## src/rtl/sdr_cpu_bridge_pkg.sv

```systemverilog
// Shared types and widths for the 68000-to-SDRAM CPU bridge.
package sdr_cpu_bridge_pkg;

  localparam int SDR_AW = 26;
  localparam int CPU_AW = 23;

  typedef enum logic [1:0] {
    IDLE = 2'd0,
    REQ  = 2'd1,
    DONE = 2'd2
  } bridge_state_t;

  // Reads always fetch the whole word so the read buffer can be filled.
  function automatic logic [1:0] req_be(input logic rw, input logic [1:0] ds_n);
    return rw ? 2'b11 : ~ds_n;
  endfunction

endpackage

```

## src/rtl/sdr_cpu_bridge_if.sv

```systemverilog
// CPU-side bus plus SDRAM CPU-channel toggle port seen by the bridge.
interface sdr_cpu_bridge_if #(
  parameter int NREGIONS = 2
);
  import sdr_cpu_bridge_pkg::*;

  logic [CPU_AW-1:0]   cpu_addr;
  logic [1:0]          cpu_ds_n;
  logic                cpu_rw;
  logic [15:0]         cpu_dout;
  logic [NREGIONS-1:0] cs_n;
  logic [15:0]         cpu_din;
  logic                dtack_n;
  logic [SDR_AW-1:0]   sdr_cpu_addr;
  logic [15:0]         sdr_cpu_q;
  logic [15:0]         sdr_cpu_data;
  logic [1:0]          sdr_cpu_be;
  logic                sdr_cpu_rw;
  logic                sdr_cpu_req;
  logic                sdr_cpu_ack;

  modport master (
    output cpu_addr, cpu_ds_n, cpu_rw, cpu_dout, cs_n, sdr_cpu_q, sdr_cpu_ack,
    input  cpu_din, dtack_n, sdr_cpu_addr, sdr_cpu_data, sdr_cpu_be, sdr_cpu_rw, sdr_cpu_req
  );

  modport slave (
    input  cpu_addr, cpu_ds_n, cpu_rw, cpu_dout, cs_n, sdr_cpu_q, sdr_cpu_ack,
    output cpu_din, dtack_n, sdr_cpu_addr, sdr_cpu_data, sdr_cpu_be, sdr_cpu_rw, sdr_cpu_req
  );

endinterface

```

## src/rtl/sdr_cpu_bridge_rdbuf.sv

```systemverilog
// Single-entry read buffer: tag/data filled by SDRAM reads, patched byte-wise by writes.
module sdr_cpu_rdbuf
  import sdr_cpu_bridge_pkg::*;
#(
  parameter bit ENABLE = 1'b1
) (
  input  logic              clk,
  input  logic              reset,
  input  logic [SDR_AW-1:0] lookup_addr,
  output logic              hit,
  output logic [15:0]       hit_data,
  input  logic [SDR_AW-1:0] upd_addr,
  input  logic              fill,
  input  logic [15:0]       fill_data,
  input  logic              wr,
  input  logic [1:0]        wr_be,
  input  logic [15:0]       wr_data
);

  logic              valid;
  logic [SDR_AW-1:0] tag;
  logic [15:0]       data;

  assign hit      = ENABLE && valid && (tag == lookup_addr);
  assign hit_data = data;

  always_ff @(posedge clk) begin
    if (reset) begin
      valid <= 1'b0;
      tag   <= '0;
      data  <= '0;
    end else if (ENABLE) begin
      if (fill) begin
        valid <= 1'b1;
        tag   <= upd_addr;
        data  <= fill_data;
      end else if (wr && valid && (tag == upd_addr)) begin
        if (wr_be[0]) data[7:0]  <= wr_data[7:0];
        if (wr_be[1]) data[15:8] <= wr_data[15:8];
      end
    end
  end

endmodule

```

## src/rtl/sdr_cpu_bridge.sv

```systemverilog
// Maps active-low region selects onto SDRAM word addresses, runs the toggle req/ack
// handshake and generates DTACKn; read-only regions and a one-entry read buffer short-cut SDRAM.
module sdr_cpu_bridge
  import sdr_cpu_bridge_pkg::*;
#(
  parameter int                         NREGIONS    = 2,
  parameter logic [NREGIONS*SDR_AW-1:0] REGION_OFS  = {26'h100000, 26'h000000},
  parameter logic [NREGIONS*24-1:0]     REGION_MASK = {24'h0FFFFF, 24'h0FFFFF},
  parameter logic [NREGIONS-1:0]        RO_MASK     = 2'b01,
  parameter bit                         RDBUF       = 1'b1
) (
  input logic             clk,
  input logic             reset,
  sdr_cpu_bridge_if.slave bus
);

  bridge_state_t     state, state_nxt;
  logic              sel_vld, sel_ro;
  logic [SDR_AW-1:0] sel_ofs;
  logic [CPU_AW-1:0] sel_mask;
  logic [SDR_AW-1:0] start_addr;
  logic              access;
  logic              buf_hit;
  logic [15:0]       buf_data;
  logic              issue, hit_go, complete;

  logic              req_q;
  logic [SDR_AW-1:0] addr_q;
  logic [15:0]       data_q;
  logic [1:0]        be_q;
  logic              rw_q;
  logic [15:0]       din_q;

  // Lowest-numbered low select wins; the byte mask is applied to the word address.
  always_comb begin
    sel_vld  = 1'b0;
    sel_ro   = 1'b0;
    sel_ofs  = '0;
    sel_mask = '0;
    for (int i = 0; i < NREGIONS; i++) begin
      if (!sel_vld && !bus.cs_n[i]) begin
        sel_vld  = 1'b1;
        sel_ro   = RO_MASK[i];
        sel_ofs  = REGION_OFS[i*SDR_AW +: SDR_AW];
        sel_mask = REGION_MASK[i*24+1 +: CPU_AW];
      end
    end
  end

  assign start_addr = sel_ofs + SDR_AW'(bus.cpu_addr & sel_mask);
  assign access     = sel_vld && !(&bus.cpu_ds_n);

  sdr_cpu_rdbuf #(.ENABLE(RDBUF)) u_rdbuf (
    .clk         (clk),
    .reset       (reset),
    .lookup_addr (start_addr),
    .hit         (buf_hit),
    .hit_data    (buf_data),
    .upd_addr    (addr_q),
    .fill        (complete && rw_q),
    .fill_data   (bus.sdr_cpu_q),
    .wr          (complete && !rw_q),
    .wr_be       (be_q),
    .wr_data     (data_q)
  );

  always_ff @(posedge clk) begin
    if (reset) state <= IDLE;
    else       state <= state_nxt;
  end

  always_comb begin
    state_nxt = state;
    issue     = 1'b0;
    hit_go    = 1'b0;
    complete  = 1'b0;
    case (state)
      IDLE: begin
        if (access) begin
          if (bus.cpu_rw && buf_hit) begin
            state_nxt = DONE;
            hit_go    = 1'b1;
          end else if (!bus.cpu_rw && sel_ro) begin
            state_nxt = DONE;
          end else begin
            state_nxt = REQ;
            issue     = 1'b1;
          end
        end
      end
      REQ: begin
        if (bus.sdr_cpu_ack == req_q) begin
          state_nxt = DONE;
          complete  = 1'b1;
        end
      end
      DONE: begin
        if (&bus.cpu_ds_n) state_nxt = IDLE;
      end
      default: state_nxt = IDLE;
    endcase
  end

  // On reset req is re-aligned to ack so an abandoned request is not left pending.
  always_ff @(posedge clk) begin
    if (reset) begin
      req_q  <= bus.sdr_cpu_ack;
      addr_q <= '0;
      data_q <= '0;
      be_q   <= '0;
      rw_q   <= 1'b0;
      din_q  <= '0;
    end else begin
      if (issue) begin
        req_q  <= ~req_q;
        addr_q <= start_addr;
        data_q <= bus.cpu_dout;
        be_q   <= req_be(bus.cpu_rw, bus.cpu_ds_n);
        rw_q   <= bus.cpu_rw;
      end
      if (hit_go)            din_q <= buf_data;
      if (complete && rw_q)  din_q <= bus.sdr_cpu_q;
    end
  end

  assign bus.cpu_din      = din_q;
  assign bus.dtack_n      = (state != DONE);
  assign bus.sdr_cpu_addr = addr_q;
  assign bus.sdr_cpu_data = data_q;
  assign bus.sdr_cpu_be   = be_q;
  assign bus.sdr_cpu_rw   = rw_q;
  assign bus.sdr_cpu_req  = req_q;

endmodule

```

## src/flat_wrapper.sv

```systemverilog
// flat-port wrapper written by rule: the top's interface ports become plain ports
module sdr_cpu_bridge_flat import sdr_cpu_bridge_pkg::*;
#(
  parameter int                         NREGIONS    = 2,
  parameter logic [NREGIONS*SDR_AW-1:0] REGION_OFS  = {26'h100000, 26'h000000},
  parameter logic [NREGIONS*24-1:0]     REGION_MASK = {24'h0FFFFF, 24'h0FFFFF},
  parameter logic [NREGIONS-1:0]        RO_MASK     = 2'b01,
  parameter bit                         RDBUF       = 1'b1
)
  (clk, reset, bus_cpu_addr, bus_cpu_ds_n, bus_cpu_rw, bus_cpu_dout, bus_cs_n, bus_sdr_cpu_q, bus_sdr_cpu_ack, bus_cpu_din, bus_dtack_n, bus_sdr_cpu_addr, bus_sdr_cpu_data, bus_sdr_cpu_be, bus_sdr_cpu_rw, bus_sdr_cpu_req);
  sdr_cpu_bridge_if #(.NREGIONS(NREGIONS)) bus_i ();
  input logic clk;
  input logic reset;
  input wire logic [$bits(bus_i.cpu_addr)-1:0] bus_cpu_addr;
  input wire logic [$bits(bus_i.cpu_ds_n)-1:0] bus_cpu_ds_n;
  input wire logic [$bits(bus_i.cpu_rw)-1:0] bus_cpu_rw;
  input wire logic [$bits(bus_i.cpu_dout)-1:0] bus_cpu_dout;
  input wire logic [$bits(bus_i.cs_n)-1:0] bus_cs_n;
  input wire logic [$bits(bus_i.sdr_cpu_q)-1:0] bus_sdr_cpu_q;
  input wire logic [$bits(bus_i.sdr_cpu_ack)-1:0] bus_sdr_cpu_ack;
  output wire logic [$bits(bus_i.cpu_din)-1:0] bus_cpu_din;
  output wire logic [$bits(bus_i.dtack_n)-1:0] bus_dtack_n;
  output wire logic [$bits(bus_i.sdr_cpu_addr)-1:0] bus_sdr_cpu_addr;
  output wire logic [$bits(bus_i.sdr_cpu_data)-1:0] bus_sdr_cpu_data;
  output wire logic [$bits(bus_i.sdr_cpu_be)-1:0] bus_sdr_cpu_be;
  output wire logic [$bits(bus_i.sdr_cpu_rw)-1:0] bus_sdr_cpu_rw;
  output wire logic [$bits(bus_i.sdr_cpu_req)-1:0] bus_sdr_cpu_req;
  assign bus_i.cpu_addr = bus_cpu_addr;
  assign bus_i.cpu_ds_n = bus_cpu_ds_n;
  assign bus_i.cpu_rw = bus_cpu_rw;
  assign bus_i.cpu_dout = bus_cpu_dout;
  assign bus_i.cs_n = bus_cs_n;
  assign bus_i.sdr_cpu_q = bus_sdr_cpu_q;
  assign bus_i.sdr_cpu_ack = bus_sdr_cpu_ack;
  assign bus_cpu_din = bus_i.cpu_din;
  assign bus_dtack_n = bus_i.dtack_n;
  assign bus_sdr_cpu_addr = bus_i.sdr_cpu_addr;
  assign bus_sdr_cpu_data = bus_i.sdr_cpu_data;
  assign bus_sdr_cpu_be = bus_i.sdr_cpu_be;
  assign bus_sdr_cpu_rw = bus_i.sdr_cpu_rw;
  assign bus_sdr_cpu_req = bus_i.sdr_cpu_req;
  sdr_cpu_bridge #(.NREGIONS(NREGIONS), .REGION_OFS(REGION_OFS), .REGION_MASK(REGION_MASK), .RO_MASK(RO_MASK), .RDBUF(RDBUF)) u_core (.clk(clk), .reset(reset), .bus(bus_i));
endmodule
```

## config.mk

```make
export PLATFORM = sky130hd
export DESIGN_NAME = sdr_cpu_bridge_flat
export DESIGN_NICKNAME = d
export VERILOG_FILES = /design/src/rtl/sdr_cpu_bridge_pkg.sv /design/src/rtl/sdr_cpu_bridge_if.sv /design/src/rtl/sdr_cpu_bridge_rdbuf.sv /design/src/rtl/sdr_cpu_bridge.sv /design/src/flat_wrapper.sv
export SDC_FILE = /design/constraint.sdc
export NUM_CORES = 1
export LEC_CHECK = 0
export BUFFER_PORTS_ARGS = -buffer_cell sky130_fd_sc_hd__buf_2
export CAP_MARGIN = 20
export CORE_MARGIN = 4
export CORE_UTILIZATION = 50
export CTS_BUF_LIST = sky130_fd_sc_hd__clkbuf_16
export DETAILED_ROUTE_END_ITERATION = 10
export GPL_TIMING_DRIVEN = 0
export PLACE_DENSITY = 0.77
export SYNTH_ARGS = -nofsm -noshare
export SYNTH_HDL_FRONTEND = slang
export SYNTH_SLANG_ARGS = --single-unit
```

## constraint.sdc

```tcl
create_clock -name clk -period 6.18 [get_ports clk]
set_input_delay 1.236 -clock clk [delete_from_list [all_inputs] [get_ports clk]]
set_output_delay 1.236 -clock clk [all_outputs]
set_load 0.005 [all_outputs]
```

==> impl_results.md <==
* Status: finished, final reports clean
* Top cells by count, synth: nand2_1, dfxtp_1, a21oi_1
* Sink Count at 95
* GRT overflow at 0
* IO Port Bufs at roughly 110
* Crit. End Element: register
* Mapped Cells at between 500 and 600
* Rows at 34
* CTS tree: yes
* EDFF count, synth at 1
* Htree depth at 3
* Post-CTS Resized at 0
* Postcts setup bufs at 0
* Max Clock Skew at approximately 0.0084 ns
* Routability congestion estimate at between 0.9 and 1
* Critical path required time at between 6 and 7 ns
* Largest area contributor in the netlist: dfxtp_1
* HP Class: reg2reg
* Crit path DAT at roughly 3.5 ns
* # hold bufs at CTS at 0
* Antenna violations before repair at 0
* Post-route total power at between 0.001 and 0.0015 W
* Ys flop type: dfxtp_1
* Fin util at approximately 63%
* Clock power frac at a little under two fifths
* Area of the die at between 10,000 and 15,000 µm²
* Crit Path Max Fanout at 10
* ANT nets after route at 0
* First-pass GRT wire length at 23.06 mm
* Core area at about 8800 µm²
* Async S/R FF share, synth at 0%
* Hold Fails Final Rpt at 0
* Number of I/O pins at 126
* Die H at around 100 µm
* Flop pwr share at between 40% and 50%
* F_max at roughly 300 MHz
* DRT Pass-1 Iters at 5
* Post-route setup TNS at 0 ns
* VDD IR max at about 120 µV
* Setup CP Type: in2reg
* Register area share after synthesis at a little over two fifths
* Area Growth Syn to Fin at 21.99%
* Cell Int Power at between 0.001 and 0.0015 W
* Minimum hold slack at 0.4875 ns
* Unrepaired setup endpoints after global routing: false
* Least-Margin Pin Slew at slightly above 0.8 ns
* CP Launch Type: input pin
* Vias per cell at around 6
* Share of the synthesized area in the top cell type at approximately two fifths
* Part of the power in combinational logic at roughly 16%
* Flip-flop and latch count after synthesis at 95
* DR vias at about 4,800
* Final setup viols at 0
* R2R Path Start: u_core.u_rdbuf.tag[7]
* Synth cell types at 41
* PwrDens at 254.4 nW/µm²
* Clock Path Buffers at 2
* Worst slew margin at 44.62%
* Clk_lat worst skew at around 0.34 ns
* Fin crit share at between 50 and 60%
* Pleak at approximately 2.1 nW
* Max-cap violations at 0
* Yosys warning count at 0
* Worst hold start: u_core.bus.sdr_cpu_addr[14]
* Antenna Cells at 0
* Minimum clock period at around 3.3 ns
* Global-route usage over all layers at 26.14%
* Top cells by area, synth: dfxtp_1, nand2_1, a21oi_1
* Share of cells above drive strength 1 at roughly a quarter
* P_sw at approximately 0.00042 W
* Routed length per instance at about 18 µm
* Switching Share at between 20 and 30%
* Hpwl dp at about 11 mm
* 1st-iter DRT viols at approximately 310
* Max Slew Vio Count at 0
* Synth Cell Area at 4576 µm²
* Residual DRC count at 0
* Initial Util at ~52%
* Pin count of the biggest net entering global routing at 18
* Post-Route WL at around 14 mm
* Num CTS Buffers at 9
* Crit path from: bus_cs_n[1]
* Root Driver: clkbuf_16
* Die W at just over 100 µm
* CTS clk-pin slew, worst paths at ~0.07 ns
* Final net count at roughly 760
* Vias in the first global route at approximately 4,700
* Most frequent cell after synthesis: nand2_1
* Syn Area/Cell at about 8.1 µm²
worst max-delay path, stage by stage:
cell	delay, ns
buf_2	0.13
and2_4	0.16
buf_6	0.14
buf_2	0.20
o32ai_1	0.21
nand4_1	0.27
nor4_4	0.63
or2_1	0.20
buf_6	0.13
buf_12	0.14
a311oi_2	0.09
per-layer routing:
layer	vias up	share of wire (%)	track usage [%]
met5	-	0	0
met4	0	2.8	12.44
met3	36	9.4	4.789
met2	259	48	43.97
met1	2254	39	32.40
li1	2266	-	-
flip-flops by register name, indices dropped and copies added (netlist names):
signal and cells:
u_core.bus.cpu_din 16, u_core.bus.sdr_cpu_addr 20, u_core.bus.sdr_cpu_be 2, u_core.bus.sdr_cpu_data 16, u_core.bus.sdr_cpu_req 1, u_core.bus.sdr_cpu_rw 1
u_core.state 2, u_core.u_rdbuf.hit_data 16, u_core.u_rdbuf.tag 20, u_core.u_rdbuf.valid 1
cell type report:
class / instances / area, µm²
multi-input cells: 422 / 2417
flip-flops and latches: 95 / 1912
fillers: 780 / 3224
clock buffers: 9 / 225.2
plain buffers: 49 / 257.7
inverters: 2 / 7.507
repair buffers: 114 / 570.5
well taps: 108 / 135.1
clock inverters: 7 / 56.30
power groups by stage:
stage / Combinational, W / Clock [W] / Sequential [W]
2_1_floorplan: 0.000123 / 0 / 0.000677
3_3_place_gp: 0.000211 / 0 / 0.000680
3_5_place_dp: 0.000217 / 0 / 0.000681
4_1_cts: 0.000218 / 0.000532 / 0.000667
5_1_grt: 0.000240 / 0.000561 / 0.000671
6_report: 0.000221 / 0.000531 / 0.000668
through the flow:
stage	worst slack, ns	cells	area (µm²)
5_1_grt	2.700	806	5582
4_1_cts	2.851	806	5582
2_1_floorplan	3.149	568	4594
3_3_place_gp	2.542	790	5300
3_5_place_dp	2.501	790	5300
6_report	2.838	806	5582
logic make-up after synthesis:
kind of cell | after synthesis | synth area share [%]
buf+inv | 51 | 5.797
compound gates | 156 | 21.71
xor+xnor | 31 | 5.934
other cells | 1 | 0.08196
flops | 95 | 41.78
simple gates | 222 | 22.97
mux | 7 | 1.723
path summary, 6_finish.rpt:
path	to	slack [ns]	cells after the start
max reg2reg	u_core.bus.cpu_din[10]	3.59	9
max	u_core.bus.cpu_din[10]	2.84	11
min	u_core.u_rdbuf.tag[14]	0.49	2
min reg2reg	u_core.u_rdbuf.tag[14]	0.49	2
cell usage in the layout, fill, tap and decap left out, types with 10 or more instances in the layout:
cell type and n:
dfxtp_1 94, clkbuf_1 30, xnor2_1 27, nand2_1 96, a311oi_2 10, o21ai_0 38
nor2_1 33, buf_2 118, nor3_1 21, a21oi_1 69, a311oi_1 13, nand3_1 39
Note: power is estimated with default switching activity, not from simulation.
